**src/rtl/alu_ctrl_pkg.sv**
```systemverilog
// Shared encodings for the ALU control sequencer: alu_op values, funct fields,
// 4-bit ALU control codes and the sequencer FSM states.
package alu_ctrl_pkg;

    localparam logic [1:0] ALUOP_ADD   = 2'b00;
    localparam logic [1:0] ALUOP_SUB   = 2'b01;
    localparam logic [1:0] ALUOP_RTYPE = 2'b10;
    localparam logic [1:0] ALUOP_RSVD  = 2'b11;

    localparam logic [5:0] FUNCT_ADD   = 6'b100000;
    localparam logic [5:0] FUNCT_SUB   = 6'b100010;
    localparam logic [5:0] FUNCT_AND   = 6'b100100;
    localparam logic [5:0] FUNCT_OR    = 6'b100101;
    localparam logic [5:0] FUNCT_NOR   = 6'b100111;
    localparam logic [5:0] FUNCT_SLT   = 6'b101010;
    localparam logic [5:0] FUNCT_MULT  = 6'b011000;
    localparam logic [5:0] FUNCT_MULTU = 6'b011001;
    localparam logic [5:0] FUNCT_DIV   = 6'b011010;
    localparam logic [5:0] FUNCT_DIVU  = 6'b011011;

    localparam logic [3:0] CODE_AND     = 4'b0000;
    localparam logic [3:0] CODE_OR      = 4'b0001;
    localparam logic [3:0] CODE_ADD     = 4'b0010;
    localparam logic [3:0] CODE_SUB     = 4'b0110;
    localparam logic [3:0] CODE_SLT     = 4'b0111;
    localparam logic [3:0] CODE_NOR     = 4'b1100;
    localparam logic [3:0] CODE_MULT    = 4'b1000;
    localparam logic [3:0] CODE_MULTU   = 4'b1001;
    localparam logic [3:0] CODE_DIV     = 4'b1010;
    localparam logic [3:0] CODE_DIVU    = 4'b1011;
    localparam logic [3:0] CODE_ILLEGAL = 4'b1111;

    // Latency selector for multi-cycle ops.
    localparam logic LAT_MUL = 1'b0;
    localparam logic LAT_DIV = 1'b1;

    typedef enum logic [1:0] {
        ST_IDLE  = 2'b00,
        ST_MULTI = 2'b01,
        ST_HOLD  = 2'b10
    } state_t;

endpackage

```
**src/rtl/alu_ctrl_decode.sv**
```systemverilog
// Combinational alu_op/funct decoder. Div/divu decode only when ALU_CTRL_DIV_EN
// is defined; otherwise they fall through to illegal.
module alu_ctrl_decode
    import alu_ctrl_pkg::*;
(
    input  logic [1:0] alu_op,
    input  logic [5:0] func_op,
    output logic [3:0] code,
    output logic       is_multi,
    output logic       latency_sel,
    output logic       illegal
);

    always_comb begin
        code        = CODE_ILLEGAL;
        is_multi    = 1'b0;
        latency_sel = LAT_MUL;
        illegal     = 1'b1;
        case (alu_op)
            ALUOP_ADD: begin
                code    = CODE_ADD;
                illegal = 1'b0;
            end
            ALUOP_SUB: begin
                code    = CODE_SUB;
                illegal = 1'b0;
            end
            ALUOP_RTYPE: begin
                // Exact 6-bit match only; anything else stays illegal.
                case (func_op)
                    FUNCT_ADD: begin code = CODE_ADD; illegal = 1'b0; end
                    FUNCT_SUB: begin code = CODE_SUB; illegal = 1'b0; end
                    FUNCT_AND: begin code = CODE_AND; illegal = 1'b0; end
                    FUNCT_OR:  begin code = CODE_OR;  illegal = 1'b0; end
                    FUNCT_NOR: begin code = CODE_NOR; illegal = 1'b0; end
                    FUNCT_SLT: begin code = CODE_SLT; illegal = 1'b0; end
                    FUNCT_MULT: begin
                        code     = CODE_MULT;
                        illegal  = 1'b0;
                        is_multi = 1'b1;
                    end
                    FUNCT_MULTU: begin
                        code     = CODE_MULTU;
                        illegal  = 1'b0;
                        is_multi = 1'b1;
                    end
`ifdef ALU_CTRL_DIV_EN
                    FUNCT_DIV: begin
                        code        = CODE_DIV;
                        illegal     = 1'b0;
                        is_multi    = 1'b1;
                        latency_sel = LAT_DIV;
                    end
                    FUNCT_DIVU: begin
                        code        = CODE_DIVU;
                        illegal     = 1'b0;
                        is_multi    = 1'b1;
                        latency_sel = LAT_DIV;
                    end
`endif
                    default: ;
                endcase
            end
            ALUOP_RSVD: ;
            default: ;
        endcase
    end

endmodule

```
**src/rtl/alu_ctrl_seq.sv**
```systemverilog
// Handshaked ALU control sequencer: decodes ops, registers one result and stretches
// mult (and, with ALU_CTRL_DIV_EN defined, div) over their multi-cycle latency.
module alu_ctrl_seq
    import alu_ctrl_pkg::*;
#(
    parameter int CTRL_W     = 4,
    parameter int MUL_CYCLES = 4,
    parameter int DIV_CYCLES = 32
) (
    input  logic              clk,
    input  logic              rst_n,
    input  logic              in_valid,
    output logic              in_ready,
    input  logic [1:0]        alu_op,
    input  logic [5:0]        func_op,
    output logic              out_valid,
    input  logic              out_ready,
    output logic [CTRL_W-1:0] alu_control_sig,
    output logic              illegal,
    output logic              hilo_we,
    output logic              busy
);

`ifdef ALU_CTRL_DIV_EN
    localparam int MAX_CYCLES = (DIV_CYCLES > MUL_CYCLES) ? DIV_CYCLES : MUL_CYCLES;
    localparam int DIV_LAT    = DIV_CYCLES;
`else
    // Div never decodes as multi-cycle here, so its load value is never selected.
    localparam int MAX_CYCLES = MUL_CYCLES;
    localparam int DIV_LAT    = MUL_CYCLES;
`endif
    localparam int CNT_W = $clog2(MAX_CYCLES + 1);
    localparam logic [CNT_W-1:0] MUL_LOAD = CNT_W'(MUL_CYCLES - 1);
    localparam logic [CNT_W-1:0] DIV_LOAD = CNT_W'(DIV_LAT - 1);
    localparam logic [CNT_W-1:0] CNT_ONE  = CNT_W'(1);

    if (CTRL_W < 4 || MUL_CYCLES < 1 || DIV_CYCLES < 1) begin : g_param_check
        $error("alu_ctrl_seq: CTRL_W must be >= 4 and cycle counts >= 1");
    end

    logic [3:0] dec_code_p0;
    logic       dec_multi_p0;
    logic       dec_lat_p0;
    logic       dec_illegal_p0;

    alu_ctrl_decode u_decode (
        .alu_op      (alu_op),
        .func_op     (func_op),
        .code        (dec_code_p0),
        .is_multi    (dec_multi_p0),
        .latency_sel (dec_lat_p0),
        .illegal     (dec_illegal_p0)
    );

    state_t            state_q, state_d;
    logic [CNT_W-1:0]  cnt_q, cnt_d;
    logic              vld_p1, vld_d;
    logic [CTRL_W-1:0] code_p1, code_d;
    logic              illegal_p1, illegal_d;
    logic              multi_p1, multi_d;
    logic              accept;

    assign in_ready = rst_n & (state_q == ST_IDLE) & (~vld_p1 | out_ready);
    assign accept   = in_valid & in_ready;

    always_comb begin
        state_d   = state_q;
        cnt_d     = cnt_q;
        vld_d     = vld_p1;
        code_d    = code_p1;
        illegal_d = illegal_p1;
        multi_d   = multi_p1;
        case (state_q)
            ST_IDLE: begin
                if (vld_p1 && out_ready) begin
                    vld_d = 1'b0;
                end
                if (accept) begin
                    code_d    = dec_illegal_p0 ? '1 : CTRL_W'(dec_code_p0);
                    illegal_d = dec_illegal_p0;
                    multi_d   = dec_multi_p0;
                    if (dec_multi_p0) begin
                        // Code is presented immediately; out_valid waits for the counter.
                        cnt_d   = (dec_lat_p0 == LAT_DIV) ? DIV_LOAD : MUL_LOAD;
                        vld_d   = 1'b0;
                        state_d = ST_MULTI;
                    end else begin
                        vld_d = 1'b1;
                    end
                end
            end
            ST_MULTI: begin
                if (cnt_q == '0) begin
                    vld_d   = 1'b1;
                    state_d = ST_HOLD;
                end else begin
                    cnt_d = cnt_q - CNT_ONE;
                end
            end
            ST_HOLD: begin
                if (out_ready) begin
                    vld_d   = 1'b0;
                    state_d = ST_IDLE;
                end
            end
            default: state_d = ST_IDLE;
        endcase
    end

    // Stage p1: registered result and sequencer state
    always_ff @(posedge clk or negedge rst_n) begin
        if (!rst_n) begin
            state_q    <= ST_IDLE;
            cnt_q      <= '0;
            vld_p1     <= 1'b0;
            code_p1    <= '0;
            illegal_p1 <= 1'b0;
            multi_p1   <= 1'b0;
        end else begin
            state_q    <= state_d;
            cnt_q      <= cnt_d;
            vld_p1     <= vld_d;
            code_p1    <= code_d;
            illegal_p1 <= illegal_d;
            multi_p1   <= multi_d;
        end
    end

    assign out_valid       = vld_p1;
    assign alu_control_sig = code_p1;
    assign illegal         = illegal_p1;
    assign busy            = (state_q != ST_IDLE);
    assign hilo_we         = vld_p1 & out_ready & multi_p1;

endmodule
```
**config.mk**
```make
export PLATFORM = sky130hd
export DESIGN_NAME = alu_ctrl_seq
export DESIGN_NICKNAME = d
export VERILOG_FILES = /design/src/rtl/alu_ctrl_pkg.sv /design/src/rtl/alu_ctrl_decode.sv /design/src/rtl/alu_ctrl_seq.sv
export SDC_FILE = /design/constraint.sdc
export NUM_CORES = 1
export LEC_CHECK = 0
export CORE_MARGIN = 2
export CORE_UTILIZATION = 45
export CTS_BUF_LIST = sky130_fd_sc_hd__clkbuf_2
export CTS_CLUSTER_DIAMETER = 150
export DETAILED_ROUTE_END_ITERATION = 8
export HOLD_SLACK_MARGIN = 0.08
export PLACE_DENSITY = 0.73
export SETUP_SLACK_MARGIN = 0.05
export SYNTH_ARGS = -nofsm -noshare
export SYNTH_HDL_FRONTEND = slang
export SYNTH_SLANG_ARGS = --single-unit
```
**constraint.sdc**
```tcl
create_clock -name clk -period 4.4 [get_ports clk]
set_input_delay 0.88 -clock clk [delete_from_list [all_inputs] [get_ports clk]]
set_output_delay 0.88 -clock clk [all_outputs]
set_load 0.005 [all_outputs]
```
# ---- Yosys cells after proc, flatten, opt, wreduce, memory -nomap -nowiden
# Index checks and enable logic that the tools add are counted.
dict set report totals {
  reg_bits 12
  output_inout_bits 9
  word_cells 68
}
dict set report classes {
  addsub 1
  eq_ne 18
  muxes 22
  bitwise 7
  reduce_logical 14
}
# op n
set ops {}
lappend ops {{6-bit equality test (second input constant)} 6}
lappend ops {{4-bit case mux with 8 select lines} 1}
lappend ops {{6-bit by 5-bit equality test with 1-bit output (second input constant)} 2}
lappend ops {{4-bit case mux with 3 select lines} 1}
lappend ops {{4-bit AND reduction} 3}
lappend ops {{2-bit != test (second input constant)} 5}
lappend ops {{3-bit two-way mux} 3}
lappend ops {{1-bit two-way mux} 8}
lappend ops {{2-bit two-way mux} 4}
lappend ops {{8-bit OR reduction} 1}
lappend ops {{2-bit case mux with 3 select lines} 1}
lappend ops {{3-bit case mux with 2 select lines} 1}
lappend ops {{1-bit AND} 5}
lappend ops {{2-bit by 1-bit equality test with 1-bit output (second input constant)} 2}
lappend ops {{2-bit equality test (second input constant)} 2}
lappend ops {{2-bit logical NOT} 2}
lappend ops {{4-bit two-way mux} 1}
lappend ops {{2-bit nonzero test} 2}
lappend ops {{2-bit OR reduction} 2}
lappend ops {{3-bit logical NOT} 1}
lappend ops {{3-bit by 2-bit != test with 1-bit output (second input constant)} 1}
lappend ops {{1-bit case mux with 3 select lines} 1}
lappend ops {{3-bit nonzero test} 1}
lappend ops {{3-bit by 1-bit subtractor with 3-bit output (second input constant)} 1}
lappend ops {{5 further kinds} 5}

# ---- Logic depth before layout (Yosys ltp)
# Gate-level depths: netlist (run 1).
dict set report logic_depth {
  word_depth 7
  depth_mapped 8
  ltp_nobuf 7
}

# ---- Modules after synthesis
# From an unflattened synthesis (run 1), not the netlist that was laid out.
dict set report unflattened {
  cells_unflattened 105
  area_unflattened_um2 984.7
}
# module instances cells_per_inst area_per_inst_um2 seq_area_each_um2
set modules_own_cells {}
lappend modules_own_cells {alu_ctrl_seq 1 74 787.0 300.3}
lappend modules_own_cells {alu_ctrl_decode 1 31 197.7 0.0}

# ---- Worst setup path before layout (run 1)
# Ideal clock, no wire load.
dict set report synth_path {
  path_kind {flip-flop to output port}
  from {reg state_q[0]}
  to {out in_ready}
  arrival_ns 1.135
  required_time_ns 3.520
  path_slack_ns 2.385
  path_stages_with_launch 6
  path_cell_list {dfrtp_1 -> inv_1 -> ha_1 -> clkbuf_1 -> nand2_1 -> a21oi_1}
}
dict set report synth_via {
  elab_chain_len 3
}
# item line_no
set synth_rtl {}
lappend synth_rtl {{from (decl)} alu_ctrl_seq.sv:55} ;# state_t state_q, state_d;
lappend synth_rtl {{from (signal assigned)} alu_ctrl_seq.sv:120} ;# state_q <= state_d;
lappend synth_rtl {{2-bit logical NOT} alu_ctrl_seq.sv:63} ;# assign in_ready = rst_n & (state_q == ST_IDLE) & (~vld_p1 | out_ready);
lappend synth_rtl {{1-bit AND (2 in series)} alu_ctrl_seq.sv:63}
lappend synth_rtl {{to (decl)} alu_ctrl_seq.sv:13} ;# output logic in_ready,
# No other way between the ends.

# ---- Final worst setup path (run 1)
dict set report layout_path {
  from {in rst_n}
  to {out in_ready}
}
dict set report layout_via {
  elab_chain_len 2
}
# item line_no
set layout_rtl {}
lappend layout_rtl {{from (decl)} alu_ctrl_seq.sv:11} ;# input logic rst_n,
lappend layout_rtl {{1-bit AND (2 in series)} alu_ctrl_seq.sv:63}
# No other way between the ends.

==> flow_summary.toml, run 1 <==
[placement]
place_hpwl_microns = 1570
globalplace.congestion = 0.765
port_buffers = 20
dp.cells = 149

[worst_hold_path]
hold_path.class = "reg2reg"
hold_start = "multi_p1"
hold_depth = 1
min_to = "multi_p1"

[job]
cap_violations = 0

[finish]
nets = 146
final_cell_count_no_fill = 153
diodes = 0
drive_above_1_share = 0.111
area_delta_synth_final_pct = 28.2

[synthesis]
ys_async_sr_fraction = 1.00
syn_area_sq_um = 902
synth_nets = 122
synth.distinct_cells = 36
synth.area.top_cells = "dfrtp_1 33%, ha_1 9.7%, a21oi_1 5.0%, nor2_1 4.6%, nand2_1 4.2%"
synth_top_area_cell = "dfrtp_1"
ys_ff_latch = 12
avgSynthCellArea_sq_um = 8.76
yosys_warnings = 0
syn_inst = 103
ys.flop_type = "dfrtp_1"
netlist.area_leader.share = 0.333
synth.yosys.seq_area_share = 0.333
synth_edf_count = 0

[floorplanning]
dieArea_sq_um = 2380
initial_utilization = 0.469
pin_count = 21
die_w_microns = 48.8
rows = 16
die_y_microns = 48.8
core_sq_um = 1920

[timing]
setup_violations = 0
slew_headroom = 0.612
slew_viol_final = 0
hold_slack_ns = 0.485
fin_tns_setup_ns = 0
fin_skew_ns = 0.00612
fmaxAchievable_mhz = 306
rsz0062_at_grt = "false"
worst_slew_pin_slew_ns = 0.576
timing.final.crit_period_ns = 3.26
fin_crit_sh = 0.742
finalHoldViolations = 0

[critical_path]
startpoint = "rst_n"
cp_num_cells = 5
critPathMostFrequentCell = "clkdlybuf4s50_1"
required_ns = 3.52
cp_top_family = "buffers and inverters"
rrSetupSlack_ns = 2.26
reg2reg_depth = 6
rr_endpoint = "out_valid"
arrival_ns = 2.38
crit_buf_inv = 3
crit_chain = "clkdlybuf4s50_1, buf_4, nand2_1, a21oi_1, clkdlybuf4s50_1"
rr_startpoint = "state_q[1]"
slowest_delay_ns = 0.55
critPathCaptureType = "output port"
critical_path.slowest_cell = "clkdlybuf4s50_1"
crit_path_start_kind = "primary input"
worstSetupPathType = "in2out"
path_max_fanout = 15

[global_routing]
antenna_found_initial = 0
grt_pass1_vias = 853
grt.total_usage = 0.186
grt_pass1_wl_microns = 3510
gr-total-overflow = 0
grt_max_degree = 16

[power]
swShare = 0.408
power.leakage_nw = 0.531
pwr-share-seq = 0.319
p_switching_mw = 0.241
internal_power_mw = 0.351
power_frac_clock = 0.094
ir_worst_vdd_mv = 0.369
pwr-share-comb = 0.587
finalPower_mw = 0.592
power.density_nw_per_um2 = 512

[clock_tree]
cts_resized = 0
postCtsSetupRepairBufs = 0
clk_path_buf_depth = 2
cts_hold_buf = 0
clock-sinks = 12
cts-root-buf = "clkbuf_2"
cts_made_buffers = 3
tritoncts = "done"
clk_latency_ns = 0.27
cts_htree_levels = 1
path_clk_slew_ns = 0.11

[drt]
wire_per_inst_microns = 12.8
drt-initial-drc-count = 7
drc = 0
finalWirelength_microns = 1950
via_per_inst = 5.48
ant_nets = 0
via_count = 838
first_pass_iters = 4

[outcome]
outcome = "completed"
[layout make-up]
cell class,instances,area [sq um]
clock inverter,1,3.75
fill,195,766
inverter,9,33.8
timing repair buffer,22,215
tap,27,33.8
multi-input combinational,79,554
sequential,12,300
clock buffer,3,15.0
[synth_stat cells, types with 2 or more instances]
| library cell | number |
|---|---|
| a21o_1 | 2 |
| a21oi_1 | 9 |
| a311oi_1 | 2 |
| a31oi_1 | 2 |
| and3_1 | 2 |
| buf_2 | 2 |
| dfrtp_1 | 12 |
| ha_1 | 7 |
| inv_1 | 9 |
| mux2_4 | 2 |
| nand2_1 | 10 |
| nand2b_1 | 2 |
| nand3_1 | 3 |
| nor2_1 | 11 |
| o21ai_0 | 7 |
[metal layers]
layer / GRT usage / vias up / share of wire
li1: - / 414 / -
met1: 0.220 / 399 / 0.44
met2: 0.324 / 19 / 0.50
met3: 0.0583 / 6 / 0.045
met4: 0.0524 / 0 / 0.019
met5: 0 / - / 0
[power by group through the flow]
| stage | Combinational, mW | Clock (mW) | Sequential, mW |
|---|---|---|---|
| after floorplan | 0.228 | 0 | 0.185 |
| after global placement | 0.341 | 0 | 0.190 |
| after detailed placement | 0.347 | 0 | 0.191 |
| after CTS | 0.350 | 0.0560 | 0.189 |
| after global routing | 0.390 | 0.0617 | 0.195 |
| final | 0.348 | 0.0555 | 0.189 |
[state kept, by name (all words and copies together) (netlist names)]
| signal | cells |
|---|---|
| out_valid | 1 |
| alu_control_sig | 4 |
| illegal | 1 |
| cnt_q | 3 |
| state_q | 2 |
| multi_p1 | 1 |
[cells in the final DEF (no fill, tap or decap), types with 2 or more instances in the layout]
| cell type | n |
|---|---|
| nand2_1 | 10 |
| a31oi_1 | 2 |
| clkdlybuf4s50_1 | 20 |
| and3_1 | 2 |
| nand2b_1 | 2 |
| clkbuf_2 | 3 |
| inv_1 | 9 |
| nand3_1 | 3 |
| mux2_4 | 2 |
| a21o_1 | 2 |
| a311oi_1 | 2 |
| a21oi_1 | 9 |
| ha_1 | 7 |
| buf_4 | 2 |
| o21ai_0 | 7 |
| dfrtp_1 | 12 |
| nor2_1 | 11 |
[worst max path at each step]
stage | end | slack (ns)
4_1_cts | in_ready | 1.12
3_3_place_gp | in_ready | 1.15
5_1_grt | in_ready | 0.99
6_report | in_ready | 1.14
3_5_place_dp | in_ready | 1.13
2_1_floorplan | in_ready | 2.38
[metrics by stage]
step	setup slack [ns]	cell area, sq um	utilization
2_1_floorplan	2.38	902	-
3_3_place_gp	1.15	1140	0.592
3_5_place_dp	1.13	1140	0.592
4_1_cts	1.12	1160	0.602
5_1_grt	0.992	1160	0.602
6_report	1.14	1160	0.602
[worst reg2reg max path, delay by kind of cell (launching register included)]
family                   cells  cell delay [ns]
adder cells (fa/ha/maj)      1             0.35
AND/OR/NAND/NOR              1             0.11
flip-flops                   1             0.43
AO/OA/AOI/OAI                2             0.68
multiplexers                 1             0.34
buffers and inverters        1             0.11
[kinds of logic after synthesis]
kind of cell | count (synthesis) | synth area share
adder cells (fa/ha/maj) | 7 | 0.0971
multiplexers | 4 | 0.0569
AND/OR/NAND/NOR | 37 | 0.239
buffers and inverters | 12 | 0.0527
flip-flops | 12 | 0.333
AO/OA/AOI/OAI | 31 | 0.222
Power figures use the tool's default switching activity.
==> run 2, diff against run 1 <==
clock period = 3.1 ns   (was 4.4 ns; I/O delays follow)
==> flow_summary.toml, run 2 (synthesis results as in run 1) <==
[outcome]
outcome = "completed"

[timing]
timing.final.crit_period_ns = 2.67
worst_slew_pin_slew_ns = 0.568
finalHoldViolations = 0
fin_crit_sh = 0.861
slew_headroom = 0.618
rsz0062_at_grt = "false"
fin_tns_setup_ns = 0
setup_violations = 0
slew_viol_final = 0
fmaxAchievable_mhz = 375
fin_skew_ns = 0.00347

[clock_tree]
cts_htree_levels = 1
cts_resized = 0
clk_path_buf_depth = 2
cts_hold_buf = 0
path_clk_slew_ns = 0.12
tritoncts = "done"
cts-root-buf = "clkbuf_2"
cts_made_buffers = 3
clock-sinks = 12
clk_latency_ns = 0.26
postCtsSetupRepairBufs = 0

[worst_hold_path]
hold_path.class = "reg2reg"
min_to = "multi_p1"
hold_depth = 1
hold_start = "multi_p1"

[finish]
diodes = 0
nets = 146
area_delta_synth_final_pct = 28.2
layout_commonest_cell = "clkdlybuf4s50_1"
largest_reg_flops = 4
drive_above_1_share = 0.111
final_cell_mix = "20 x clkdlybuf4s50_1, 12 x dfrtp_1, 11 x nor2_1, 10 x nand2_1"

[global_routing]
gr-total-overflow = 0
grt_pass1_wl_microns = 3620
grt.total_usage = 0.192
antenna_found_initial = 0
grt_max_degree = 15
grt_pass1_vias = 842

[floorplanning]
pin_count = 21
initial_utilization = 0.469
dieArea_sq_um = 2380
rows = 16
die_w_microns = 48.8
die_y_microns = 48.8
core_sq_um = 1920

[drt]
finalWirelength_microns = 2020
via_per_inst = 5.45
via_count = 834
ant_nets = 0
drt-initial-drc-count = 7
drc = 0
wire_per_inst_microns = 13.2
first_pass_iters = 4

[power]
power.density_nw_per_um2 = 732
ir_worst_vdd_mv = 0.524
power.leakage_nw = 0.531
finalPower_mw = 0.847

[placement]
place_hpwl_microns = 1600
globalplace.congestion = 0.812
port_buffers = 20

[critical_path]
critPathCaptureType = "output port"
arrival_ns = 2.05
rr_endpoint = "out_valid"
required_ns = 2.48
path_max_fanout = 8
crit_path_start_kind = "flop"
rr_startpoint = "state_q[1]"
rrSetupSlack_ns = 0.97
reg2reg_depth = 6
worstSetupPathType = "reg2out"

[job]
cap_violations = 0
==> run 2: cell counts in the layout (fill, tap and decap cells not counted) <==
Identical to the previous run, type by type.
==> run 2: area by class of cell <==
class	instances	area (sq um)
multi-input combinational	79	554
sequential	12	300
tap	27	33.8
timing repair buffer	22	215
clock buffer	3	15.0
clock inverter	1	3.75
inverter	9	33.8
fill	172	766
==> run 2: worst max path at each step <==
stage                 end       start  slack (ns)  cells past startpoint
2_1_floorplan  state_q[0]  state_q[0]        1.31                      7
3_3_place_gp     in_ready   out_ready        0.52                      4
3_5_place_dp     in_ready   out_ready        0.48                      4
4_1_cts          in_ready  state_q[1]        0.43                      5
5_1_grt          in_ready  state_q[0]        0.23                      5
6_report         in_ready  state_q[1]        0.43                      5
==> run 2: critical path, stage by stage (launching register included) <==
cell and delay [ns]:
dfrtp_1 0.44, inv_1 0.12, ha_1 0.34, nand2_1 0.09, a21oi_1 0.23, clkdlybuf4s50_1 0.56
==> run 2: power by group <==
group / internal, mW / switching [mW] / total [mW]
Clock: 0.0280 / 0.0528 / 0.0808
Sequential: 0.218 / 0.0493 / 0.268
Combinational: 0.252 / 0.246 / 0.498
==> run 2: through the flow <==
stage                     cells  hold slack (ns)  setup WS, ns  instance area (sq um)  utilization
after global placement      149            0.472         0.522                   1140        0.592
after detailed placement    149            0.474         0.477                   1140        0.592
final                       153            0.504         0.430                   1160        0.602
after CTS                   153            0.502         0.426                   1160        0.602
after floorplan             103            0.324          1.31                    902            -
after global routing        153            0.511         0.233                   1160        0.602
==> run 2: routing by layer <==
layer  routed length, microns  global-route usage  vias up
met2                     1060               0.368       14
met3                       73              0.0613        0
met5                        0                   0        -
met4                        0              0.0143        0
met1                      886               0.213      403
li1                         -                   -      417
